**src/rtl/pwm_seq_pkg.sv**
```systemverilog
// Shared constants, FSM state type and COMP stepping helper for the PWM ramp sequencer.
package pwm_seq_pkg;

  localparam int unsigned DATA_W = 32;

  localparam logic [7:0] OFF_DIV   = 8'h30;
  localparam logic [7:0] OFF_COMP  = 8'h34;
  localparam logic [7:0] OFF_STATE = 8'h38;
  localparam logic [7:0] OFF_CNT   = 8'h3C;

  localparam logic [DATA_W-1:0] STATE_START = 32'h1;
  localparam logic [DATA_W-1:0] STATE_OFF   = 32'h0;

  typedef enum logic [2:0] {
    ST_IDLE,
    ST_WR_DIV,
    ST_WR_COMP,
    ST_WR_STATE,
    ST_WAIT,
    ST_WR_OFF
  } state_t;

  // Move cur one step toward endv, clamping at endv; the 33-bit sum cannot wrap.
  function automatic logic [DATA_W-1:0] next_comp(input logic [DATA_W-1:0] cur,
                                                  input logic [DATA_W-1:0] endv,
                                                  input logic [DATA_W-1:0] step);
    logic [DATA_W:0]   sum;
    logic [DATA_W-1:0] gap;
    sum = '0;
    gap = '0;
    if (endv >= cur) begin
      sum = {1'b0, cur} + {1'b0, step};
      next_comp = (sum > {1'b0, endv}) ? endv : sum[DATA_W-1:0];
    end else begin
      gap = cur - endv;
      next_comp = (step >= gap) ? endv : cur - step;
    end
  endfunction

endpackage

```
**src/rtl/pwm_seq_if.sv**
```systemverilog
// APB write-only bus between the ramp sequencer (master) and the PWM slave.
interface pwm_seq_if;
  import pwm_seq_pkg::*;

  logic              psel;
  logic              penable;
  logic              pwrite;
  logic [DATA_W-1:0] paddr;
  logic [DATA_W-1:0] pwdata;

  modport master (output psel, penable, pwrite, paddr, pwdata);
  modport slave  (input  psel, penable, pwrite, paddr, pwdata);
endinterface

```
**src/rtl/apb_wr_master.sv**
```systemverilog
// Single APB write engine: req loads SETUP, next cycle is ACCESS (ack_c); req during ACCESS chains.
module apb_wr_master
  import pwm_seq_pkg::*;
(
  input  logic              apb_pclk,
  input  logic              apb_prstn,
  input  logic              req,
  input  logic [DATA_W-1:0] addr,
  input  logic [DATA_W-1:0] data,
  output logic              ack_c,
  pwm_seq_if.master         m
);

  assign ack_c = m.psel & m.penable;

  always_ff @(posedge apb_pclk or negedge apb_prstn) begin
    if (!apb_prstn) begin
      m.psel    <= 1'b0;
      m.penable <= 1'b0;
      m.pwrite  <= 1'b0;
      m.paddr   <= '0;
      m.pwdata  <= '0;
    end else if (req) begin
      m.psel    <= 1'b1;
      m.penable <= 1'b0;
      m.pwrite  <= 1'b1;
      m.paddr   <= addr;
      m.pwdata  <= data;
    end else if (m.psel && !m.penable) begin
      m.penable <= 1'b1;
    end else if (m.psel && m.penable) begin
      m.psel    <= 1'b0;
      m.penable <= 1'b0;
      m.pwrite  <= 1'b0;
    end
  end

endmodule

```
**src/rtl/pwm_ramp_sequencer.sv**
```systemverilog
// Sequences the PWM peripheral through DIV/COMP/STATE setup and a stepped COMP ramp over APB.
module pwm_ramp_sequencer
  import pwm_seq_pkg::*;
#(
  parameter logic [31:0] BASE_ADDR = 32'h0000_0000,
  parameter int unsigned CNT_W     = 32
) (
  input  logic              apb_pclk,
  input  logic              apb_prstn,
  input  logic              go,
  input  logic              abort,
  input  logic [DATA_W-1:0] cfg_div,
  input  logic [DATA_W-1:0] cfg_comp_start,
  input  logic [DATA_W-1:0] cfg_comp_end,
  input  logic [DATA_W-1:0] cfg_step,
  input  logic [CNT_W-1:0]  cfg_interval,
  pwm_seq_if.master         m,
  output logic              busy,
  output logic              done,
  output logic [DATA_W-1:0] cur_comp
);

  state_t            state, state_n;
  logic [DATA_W-1:0] end_q, end_n, step_q, step_n, first_q, first_n;
  logic [DATA_W-1:0] comp_q, comp_n, cur_n;
  logic [CNT_W-1:0]  intv_q, intv_n, cnt_q, cnt_n;
  logic              first_pass_q, first_pass_n, pend_q, pend_n;
  logic              busy_n, done_n;
  logic              req_c, ack_c, abort_any_c;
  logic [DATA_W-1:0] addr_c, data_c;

  function automatic logic [DATA_W-1:0] reg_addr(input logic [7:0] off);
    return BASE_ADDR + 32'(off);
  endfunction

  apb_wr_master u_wr (
    .apb_pclk  (apb_pclk),
    .apb_prstn (apb_prstn),
    .req       (req_c),
    .addr      (addr_c),
    .data      (data_c),
    .ack_c     (ack_c),
    .m         (m)
  );

  assign abort_any_c = abort | pend_q;

  always_ff @(posedge apb_pclk or negedge apb_prstn) begin
    if (!apb_prstn) begin
      state        <= ST_IDLE;
      end_q        <= '0;
      step_q       <= '0;
      first_q      <= '0;
      intv_q       <= '0;
      cnt_q        <= '0;
      comp_q       <= '0;
      cur_comp     <= '0;
      first_pass_q <= 1'b0;
      pend_q       <= 1'b0;
      busy         <= 1'b0;
      done         <= 1'b0;
    end else begin
      state        <= state_n;
      end_q        <= end_n;
      step_q       <= step_n;
      first_q      <= first_n;
      intv_q       <= intv_n;
      cnt_q        <= cnt_n;
      comp_q       <= comp_n;
      cur_comp     <= cur_n;
      first_pass_q <= first_pass_n;
      pend_q       <= pend_n;
      busy         <= busy_n;
      done         <= done_n;
    end
  end

  // Next-state and write-request logic; an abort seen mid-write is held until that ACCESS.
  always_comb begin
    state_n      = state;
    end_n        = end_q;
    step_n       = step_q;
    first_n      = first_q;
    intv_n       = intv_q;
    cnt_n        = cnt_q;
    comp_n       = comp_q;
    cur_n        = cur_comp;
    first_pass_n = first_pass_q;
    pend_n       = pend_q;
    done_n       = 1'b0;
    req_c        = 1'b0;
    addr_c       = '0;
    data_c       = '0;

    case (state)
      ST_IDLE: begin
        pend_n = 1'b0;
        if (go && !abort) begin
          end_n        = cfg_comp_end;
          step_n       = cfg_step;
          first_n      = (cfg_step == '0) ? cfg_comp_end : cfg_comp_start;
          intv_n       = (cfg_interval == '0) ? CNT_W'(1) : cfg_interval;
          first_pass_n = 1'b1;
          req_c        = 1'b1;
          addr_c       = reg_addr(OFF_DIV);
          data_c       = cfg_div;
          state_n      = ST_WR_DIV;
        end
      end
      ST_WR_DIV, ST_WR_COMP, ST_WR_STATE: begin
        pend_n = abort_any_c;
        if (ack_c) begin
          if (state == ST_WR_COMP) cur_n = comp_q;
          if (abort_any_c) begin
            req_c   = 1'b1;
            addr_c  = reg_addr(OFF_STATE);
            data_c  = STATE_OFF;
            pend_n  = 1'b0;
            state_n = ST_WR_OFF;
          end else if (state == ST_WR_DIV) begin
            req_c   = 1'b1;
            addr_c  = reg_addr(OFF_COMP);
            data_c  = first_q;
            comp_n  = first_q;
            state_n = ST_WR_COMP;
          end else if (state == ST_WR_COMP && first_pass_q) begin
            req_c        = 1'b1;
            addr_c       = reg_addr(OFF_STATE);
            data_c       = STATE_START;
            first_pass_n = 1'b0;
            state_n      = ST_WR_STATE;
          end else if (cur_n == end_q) begin
            done_n  = 1'b1;
            state_n = ST_IDLE;
          end else begin
            cnt_n   = intv_q;
            state_n = ST_WAIT;
          end
        end
      end
      ST_WAIT: begin
        if (abort) begin
          req_c   = 1'b1;
          addr_c  = reg_addr(OFF_STATE);
          data_c  = STATE_OFF;
          state_n = ST_WR_OFF;
        end else if (cnt_q <= CNT_W'(1)) begin
          req_c   = 1'b1;
          addr_c  = reg_addr(OFF_COMP);
          data_c  = next_comp(cur_comp, end_q, step_q);
          comp_n  = data_c;
          state_n = ST_WR_COMP;
        end else begin
          cnt_n = cnt_q - CNT_W'(1);
        end
      end
      ST_WR_OFF: begin
        pend_n = 1'b0;
        if (ack_c) state_n = ST_IDLE;
      end
      default: state_n = ST_IDLE;
    endcase

    busy_n = (state_n != ST_IDLE);
  end

endmodule
```
**src/flat_wrapper.sv**
```systemverilog
// flat-port wrapper written by rule: the top's interface ports become plain ports
module pwm_ramp_sequencer_flat import pwm_seq_pkg::*;
#(
  parameter logic [31:0] BASE_ADDR = 32'h0000_0000,
  parameter int unsigned CNT_W     = 32
)
  (apb_pclk, apb_prstn, go, abort, cfg_div, cfg_comp_start, cfg_comp_end, cfg_step, cfg_interval, busy, done, cur_comp, m_psel, m_penable, m_pwrite, m_paddr, m_pwdata);
  pwm_seq_if m_i ();
  input  logic apb_pclk;
  input  logic apb_prstn;
  input  logic go;
  input  logic abort;
  input  logic [DATA_W-1:0] cfg_div;
  input  logic [DATA_W-1:0] cfg_comp_start;
  input  logic [DATA_W-1:0] cfg_comp_end;
  input  logic [DATA_W-1:0] cfg_step;
  input  logic [CNT_W-1:0] cfg_interval;
  output logic busy;
  output logic done;
  output logic [DATA_W-1:0] cur_comp;
  output wire logic [$bits(m_i.psel)-1:0] m_psel;
  output wire logic [$bits(m_i.penable)-1:0] m_penable;
  output wire logic [$bits(m_i.pwrite)-1:0] m_pwrite;
  output wire logic [$bits(m_i.paddr)-1:0] m_paddr;
  output wire logic [$bits(m_i.pwdata)-1:0] m_pwdata;
  assign m_psel = m_i.psel;
  assign m_penable = m_i.penable;
  assign m_pwrite = m_i.pwrite;
  assign m_paddr = m_i.paddr;
  assign m_pwdata = m_i.pwdata;
  pwm_ramp_sequencer #(.BASE_ADDR(BASE_ADDR), .CNT_W(CNT_W)) u_core (.apb_pclk(apb_pclk), .apb_prstn(apb_prstn), .go(go), .abort(abort), .cfg_div(cfg_div), .cfg_comp_start(cfg_comp_start), .cfg_comp_end(cfg_comp_end), .cfg_step(cfg_step), .cfg_interval(cfg_interval), .m(m_i), .busy(busy), .done(done), .cur_comp(cur_comp));
endmodule
```
**config.mk**
```make
export PLATFORM = sky130hd
export DESIGN_NAME = pwm_ramp_sequencer_flat
export DESIGN_NICKNAME = d
export VERILOG_FILES = /design/src/rtl/pwm_seq_pkg.sv /design/src/rtl/pwm_seq_if.sv /design/src/rtl/apb_wr_master.sv /design/src/rtl/pwm_ramp_sequencer.sv /design/src/flat_wrapper.sv
export SDC_FILE = /design/constraint.sdc
export NUM_CORES = 1
export LEC_CHECK = 0
export ABC_AREA = 1
export BUFFER_PORTS_ARGS = -buffer_cell sky130_fd_sc_hd__buf_2
export CORE_ASPECT_RATIO = 0.5
export CORE_MARGIN = 2
export CORE_UTILIZATION = 45
export DETAILED_ROUTE_END_ITERATION = 10
export GPL_TIMING_DRIVEN = 0
export SLEW_MARGIN = 10
export SYNTH_ARGS = -nofsm -noshare
export SYNTH_HDL_FRONTEND = slang
export SYNTH_HIERARCHICAL = 1
export SYNTH_SLANG_ARGS = --single-unit
export TNS_END_PERCENT = 30
```
**constraint.sdc**
```tcl
create_clock -name apb_pclk -period 4.8 [get_ports apb_pclk]
set_input_delay 0.24 -clock apb_pclk [delete_from_list [all_inputs] [get_ports apb_pclk]]
set_output_delay 0.24 -clock apb_pclk [all_outputs]
set_load 0.005 [all_outputs]
```
Yosys cells after proc, flatten, opt, wreduce, memory -nomap -nowiden
Index checks and enable logic that the tools add are counted.
Widths: inputs -> output; s select.
- bits of input ports: 164
- output and inout bits: 101
- register bits: 297
- logic and storage cells: 142
- bitwise gates (word level): 2
- equal/unequal tests: 18
- $add $sub $neg: 4
- reductions and logical operators: 23
- mux-type cells: 75
- order comparisons: 4
- operator list (operator ; number):
    $mux 32 ; 30
    $pmux 32 s3 ; 2
    $pmux 32 s2 ; 2
    $ge 32x32->1 ; 2
    $logic_not 32->1 ; 2
    $sub 32x32->32 ; 2
    $add 32x32->33 ; 1
    $gt 33x32->1 ; 1
    $eq 32x32->1 ; 1
    $le 32x1->1 const B ; 1
    $sub 32x1->32 const B ; 1
    $mux 3 ; 9
    $mux 1 ; 25
    $mux 6 ; 3
    $ne 2x1->1 const B ; 6
    $ne 2x2->1 const B ; 6
    $pmux 3 s4 ; 1
    $reduce_and 6->1 ; 2
    $reduce_and 8->1 ; 1
    $reduce_bool 2->1 ; 4
    $eq 3x2->1 const B ; 2
    $eq 3x3->1 const B ; 2
    $reduce_and 2->1 ; 3
    $reduce_bool 3->1 ; 2
    other kinds (10) ; 15

Depth between registers and ports, before layout
- depth after elaboration: 12
- depth in mapped cells: 36
- depth with buffers taken out: 35

Cells and area by module
The synthesis kept the hierarchy.
- modules (own cells, without submodules) (module ; area an instance (um2) ; cells an instance ; times used ; seq. area each (um2)):
    pwm_ramp_sequencer ; 19715.2 ; 2939 ; 1 ; 5780.5
    apb_wr_master ; 2555.0 ; 281 ; 1 ; 1651.6

Worst setup path after synthesis
No wires, ideal clock.
- path kind: register to register
- start: reg u_core.cur_comp[2]
- end: reg u_core.u_wr.m.pwdata[17]
- library setup time: 0.116 ns
- required time: 4.684 ns
- setup slack: 0.643 ns
- arrival: 4.040 ns
- stages on the path, launching flop included: 27
- path buffers: 1
- clock period less this slack: 4.157 ns
- cell sequence: dfrtp_1 > ha_1 > a21oi_1 > nand2_1 > a21oi_1 > o21ai_0 > a21oi_1 > o21ai_0 > a21oi_1 > inv_1 > a21oi_1 > xor2_1 > ha_1 > a21oi_1 > o21ai_0 > a21oi_1 > o21a_1 > nand3_1 > inv_1 > clkbuf_1 > nand2_1 > o211ai_1 > nand3_1 > nand2_1 > nand2_1 > nand2_1 > nand2_1
- longest elaborated chain between the ends: 7
- elaborated cells between the ends (all ways): 12
- those cells by class: add/sub (3); order compare (3); mux (6)
- ends and longest elaborated chain (item ; line ; source):
    start, declared ; pwm_ramp_sequencer.sv:20 ; output logic [DATA_W-1:0] cur_comp
    start signal, assigned ; pwm_ramp_sequencer.sv:70 ; cur_comp <= cur_n;
    $add 32x32->33 or $sub 32x32->32 (tied branches) ; pwm_seq_pkg.sv:32, pwm_seq_pkg.sv:35 ;
    $gt 33x32->1 or $ge 32x32->1 (tied branches) ; pwm_seq_pkg.sv:33, pwm_seq_pkg.sv:36 ;
    $mux 32, on equally long branches ; pwm_seq_pkg.sv:33, pwm_seq_pkg.sv:36 ;
    $mux 32 (*) ; pwm_seq_pkg.sv:31 ; if (endv >= cur) begin
    $mux 32 (*) ; pwm_ramp_sequencer.sv:147 ; end else if (cnt_q <= CNT_W'(1)) begin
    $mux 32 (*) ; pwm_ramp_sequencer.sv:142 ; if (abort) begin
    $pmux 32 s3 (*) ; pwm_ramp_sequencer.sv:95 ; case (state)
    net u_core.data_c[17] ; pwm_ramp_sequencer.sv:30 ; logic [DATA_W-1:0] addr_c, data_c;
    end signal, assigned ; apb_wr_master.sv:28 ; m.pwdata <= data;
    end, declared ; pwm_seq_if.sv:11 ; modport master (output psel, penable, pwrite, paddr, pwdata);
Mark *: on every way through the listed nets, which the timed path passes. The rest lies on a longest branch.
A chain may end at the register's enable or synchronous reset.

Worst setup path in the final report
- start: reg u_core.end_q[1]
- end: reg u_core.u_wr.m.pwdata[5]
- longest elaborated chain between the ends: 7
- elaborated cells between the ends (all ways): 10
- those cells by class: add/sub (1); order compare (3); mux (6)
- ends and longest elaborated chain (item ; line ; source):
    start, declared ; pwm_ramp_sequencer.sv:24 ; logic [DATA_W-1:0] end_q, end_n, step_q, step_n, first_q, first_n;
    start signal, assigned ; pwm_ramp_sequencer.sv:64 ; end_q <= end_n;
    $sub 32x32->32 ; pwm_seq_pkg.sv:35 ; gap = cur - endv;
    $ge 32x32->1 ; pwm_seq_pkg.sv:36 ; next_comp = (step >= gap) ? endv : cur - step;
    $mux 32 ; pwm_seq_pkg.sv:36 ;
    $mux 32 (*) ; pwm_seq_pkg.sv:31 ;
    $mux 32 (*) ; pwm_ramp_sequencer.sv:147 ;
    $mux 32 (*) ; pwm_ramp_sequencer.sv:142 ;
    $pmux 32 s3 (*) ; pwm_ramp_sequencer.sv:95 ;
    net u_core.data_c[5] ; pwm_ramp_sequencer.sv:30 ;
Marked as above.

==> summary.md <==
| Metric | Value |
|---|---|
| Initial antenna violation count | `0` |
| CP endpoint | `u_core/u_wr/m.pwdata[5]` |
| CTS tree | `yes` |
| Post-synthesis instance total | `3220` |
| Port bufs | `264` |
| Die Ht | `161 um` |
| Crit Path Class | `reg2reg` |
| First-pass detailed-route iteration total | `6` |
| Cell Area, Placed | `0.0246 mm2` |
| Leak | `about 0.015 uW` |
| Worst hold path startpoint | `cfg_div[15]` |
| Root buffer cell | `clkbuf_16` |
| Row count | `57` |
| # DRC | `0` |
| Max Root-Sink Buffers | `3` |
| Min Tclk post-route | `between 4 and 5 ns` |
| Tightest Hold Check Type | `in2reg` |
| DIE AREA | `between 0.05 and 0.06 mm2` |
| Antenna-violating nets left | `0` |
| Metal-1 WL | `slightly above 40000 um` |
| Uppermost layer routed | `met4` |
| Rel. slew slack | `0.276` |
| Core Box Area | `about 0.049 mm2` |
| Area growth syn-to-layout | `26.3%` |
| #FFs+latches synth | `297` |
| Yosys warnings | `6` |
| Layout cells sized above 1 | `0.154` |
| Met2 WL | `40500 um` |
| Worst hold slack | `0.0154 ns` |
| Starting density of the core | `0.457` |
| Max-cap viol count | `0` |
| Boundary pin count | `265` |
| Post-synthesis average cell area | `6.92 um2` |
| Number of DRC markers in iteration 0 | `about 2.7k` |
| VDD IR-drop max | `0.000359 V` |
| Hold Fails Final Rpt | `0` |
| Post-layout nets | `approximately 4k` |
| Most frequent cells after synthesis | `nand2_1, inv_1, dfrtp_1` |
| Yosys top cell by area | `dfrtp_1` |
| Setup crit end kind | `flop` |
| Final clock skew | `roughly 0.018 ns` |
| Tot GR Track Use | `0.354` |
| Peak Freq | `0.208 GHz` |
| Worst EP arrival | `~5.3 ns` |
| TritonCTS buffer count | `31` |
| Total number of vias | `between 20k and 25k` |
| Synth area leaders | `dfrtp_1, nand2_1, ha_1` |
| Top-count cell post-synth | `nand2_1` |
| Htree depth | `1` |
| Most used DFF post-synth | `dfrtp_1` |
| Setup violations, final | `0` |
| Die Wd | `319 um` |
| Largest net degree at the start of global routing | `90` |
| Clock Sinks | `297` |
| Post-synth EDFFs | `0` |
| Least-Margin Pin Slew | `1.08 ns` |
| Detailed placer's ending HPWL | `73700 um` |
| Vias per cell | `roughly 5.5` |
| Power Total | `about 16000 uW` |
| Fin Setup TNS | `0 ns` |
| Final max-slew violation count | `0` |
| Finished Core Util | `0.577` |
| R2R Path Start | `u_core/end_q[1]` |
| Status | `finished, final reports clean` |
| First-pass GRT wire length | `138000 um` |
| Yosys top cell area share | `0.334` |
| CP Launch Point | `u_core/end_q[1]` |
| Final instance area | `about 0.028 mm2` |
| Max stage delay on crit path | `0.37 ns` |
| CP max FO | `9` |
| R2R Path End | `u_core/u_wr/m.pwdata[5]` |
| Most frequent CP cell | `nand2_1` |
| Avg WL per Cell | `between 20 and 25 um` |
| Ys async rst share | `1.00` |
| DRT Wirelength | `93500 um` |
| Synth Cell Area | `about 0.022 mm2` |
| Startpoint Class | `flop` |
| Vias in the first global route | `between 20k and 25k` |
| Unrepaired setup endpoints after global routing | `yes` |
| Worst skew pair latency | `0.62 ns` |
| Reg clk slew, reported paths | `0.07 ns` |
| Required time worst endpoint | `5.30 ns` |
| Fin crit share | `0.999` |
| Slowest cell on the critical path | `dfrtp_1` |
| Distinct cells, synth | `55` |
| Pwr dens | `575 mW/mm2` |
| Reg2Reg Setup Slack | `roughly 0.0029 ns` |
| FF-to-FF path depth | `28` |
| GP Congestion | `0.966` |
| Register area share after synthesis | `0.334` |
| Grt ovf | `0` |
| Met3 Wirelength | `about 8000 um` |
[cells in the final DEF, fill, tap and decap left out, types with 9 or more instances in the layout]
| cell type | synthesis | final |
|---|---|---|
| nand2_1 | 1015 | 995 |
| inv_1 | 319 | 301 |
| buf_2 | 21 | 281 |
| dfrtp_1 | 297 | 278 |
| nor2_1 | 265 | 259 |
| o21ai_0 | 269 | 256 |
| a21oi_1 | 175 | 161 |
| nand3_1 | 174 | 158 |
| dlygate4sd3_1 | 0 | 151 |
| ha_1 | 161 | 142 |
| xor2_1 | 92 | 88 |
| nand4_1 | 70 | 70 |
| clkbuf_1 | 84 | 69 |
| buf_4 | 5 | 39 |
| clkbuf_16 | 0 | 33 |
| nor3_1 | 32 | 30 |
| conb_1 | 1 | 28 |
| a21oi_2 | 11 | 23 |
| xnor2_1 | 23 | 23 |
| nor4_1 | 23 | 23 |
| o211ai_1 | 21 | 21 |
| buf_6 | 16 | 20 |
| nand2_2 | 0 | 19 |
| o22ai_1 | 19 | 19 |
| dfrtp_2 | 0 | 19 |
| nand3_2 | 4 | 18 |
| o21ai_1 | 8 | 18 |
| inv_2 | 5 | 15 |
| mux2i_1 | 13 | 13 |
| or2_2 | 11 | 11 |
| ha_2 | 0 | 11 |
| a21o_1 | 10 | 10 |
| clkinvlp_4 | 0 | 9 |
| o21bai_1 | 11 | 9 |
| a31oi_1 | 9 | 9 |
[metal layers]
| metal | track usage | up-vias |
|---|---|---|
| li1 | - | 11500 |
| met1 | 0.504 | 11600 |
| met2 | 0.550 | 1033 |
| met3 | 0.0572 | 200 |
| met4 | 0.118 | 0 |
| met5 | 0 | - |
[report_power, final]
part	switching [uW]	internal [uW]
registers	809	3510
clock network	1100	1620
logic	5930	3200
[state kept, by name (all words and copies together) (netlist names), 3 cells and up]
signal                flops
u_core/first_q           32
u_core/cnt_q             32
u_core/step_q            32
u_core/comp_q            32
u_core/u_wr/m.pwdata     32
u_core/end_q             32
u_core/state              3
u_core/u_wr/m.paddr      32
u_core/cur_comp          32
u_core/intv_q            32
[cell families after synthesis]
family | share of synthesized area
simple gates | 0.297
other cells | 0.000168
xor+xnor | 0.0452
flops | 0.334
compound gates | 0.139
fa+ha+maj | 0.0932
mux | 0.00584
buf+inv | 0.0854
[stage by stage]
stage / worst slack, ns / cells
after floorplan: 0.643 / 3247
after global placement: -2.41 / 4160
after detailed placement: -1.44 / 4163
after CTS: -0.00269 / 4376
after global routing: -0.0723 / 4396
final: 0.00293 / 4397
[repair_timing]
item | CTS | global route
gates resized for setup | 61 | 131
endpoints found under the hold margin | 209 | 0
hold buffers | 151 | 0
gates cloned | 0 | 2
pin swaps | 11 | 30
endpoints found under the setup margin | 64 | 64
setup buffers | 8 | 28
[cell type report]
cell class / count / area [um2]
Fill cell: 4782 / 20600
Timing Repair Buffer: 456 / 3270
Buffer: 120 / 694
Sequential cell: 297 / 7460
Tap cell: 649 / 812
Clock inverter: 12 / 238
Clock buffer: 45 / 898
Multi-Input combinational cell: 2490 / 13500
Inverter: 327 / 1260
Antenna cell: 1 / 2.50
[worst min path at each step]
stage / depth (start not counted) / endpoint / slack [ns]
finish: 5 / u_core/u_wr/m.pwdata[15] / 0.02
detailed placement: 1 / u_core/intv_q[8] / 0.22
floorplan: 0 / u_core/busy / -0.06
global placement: 3 / u_core/intv_q[18] / 0.45
global route: 5 / u_core/u_wr/m.pwdata[15] / 0.03
CTS: 5 / u_core/u_wr/m.pwdata[9] / 0.001
[worst max-delay path: cells and delay by family (launching register included)]
kind | cells | cell delay [ns]
XOR/XNOR | 1 | 0.09
AO/OA/AOI/OAI | 7 | 1.16
adder cells (fa/ha/maj) | 2 | 0.66
buffers and inverters | 5 | 0.73
AND/OR/NAND/NOR | 13 | 1.65
flip-flops | 1 | 0.37
Power figures use the tool's default switching activity.
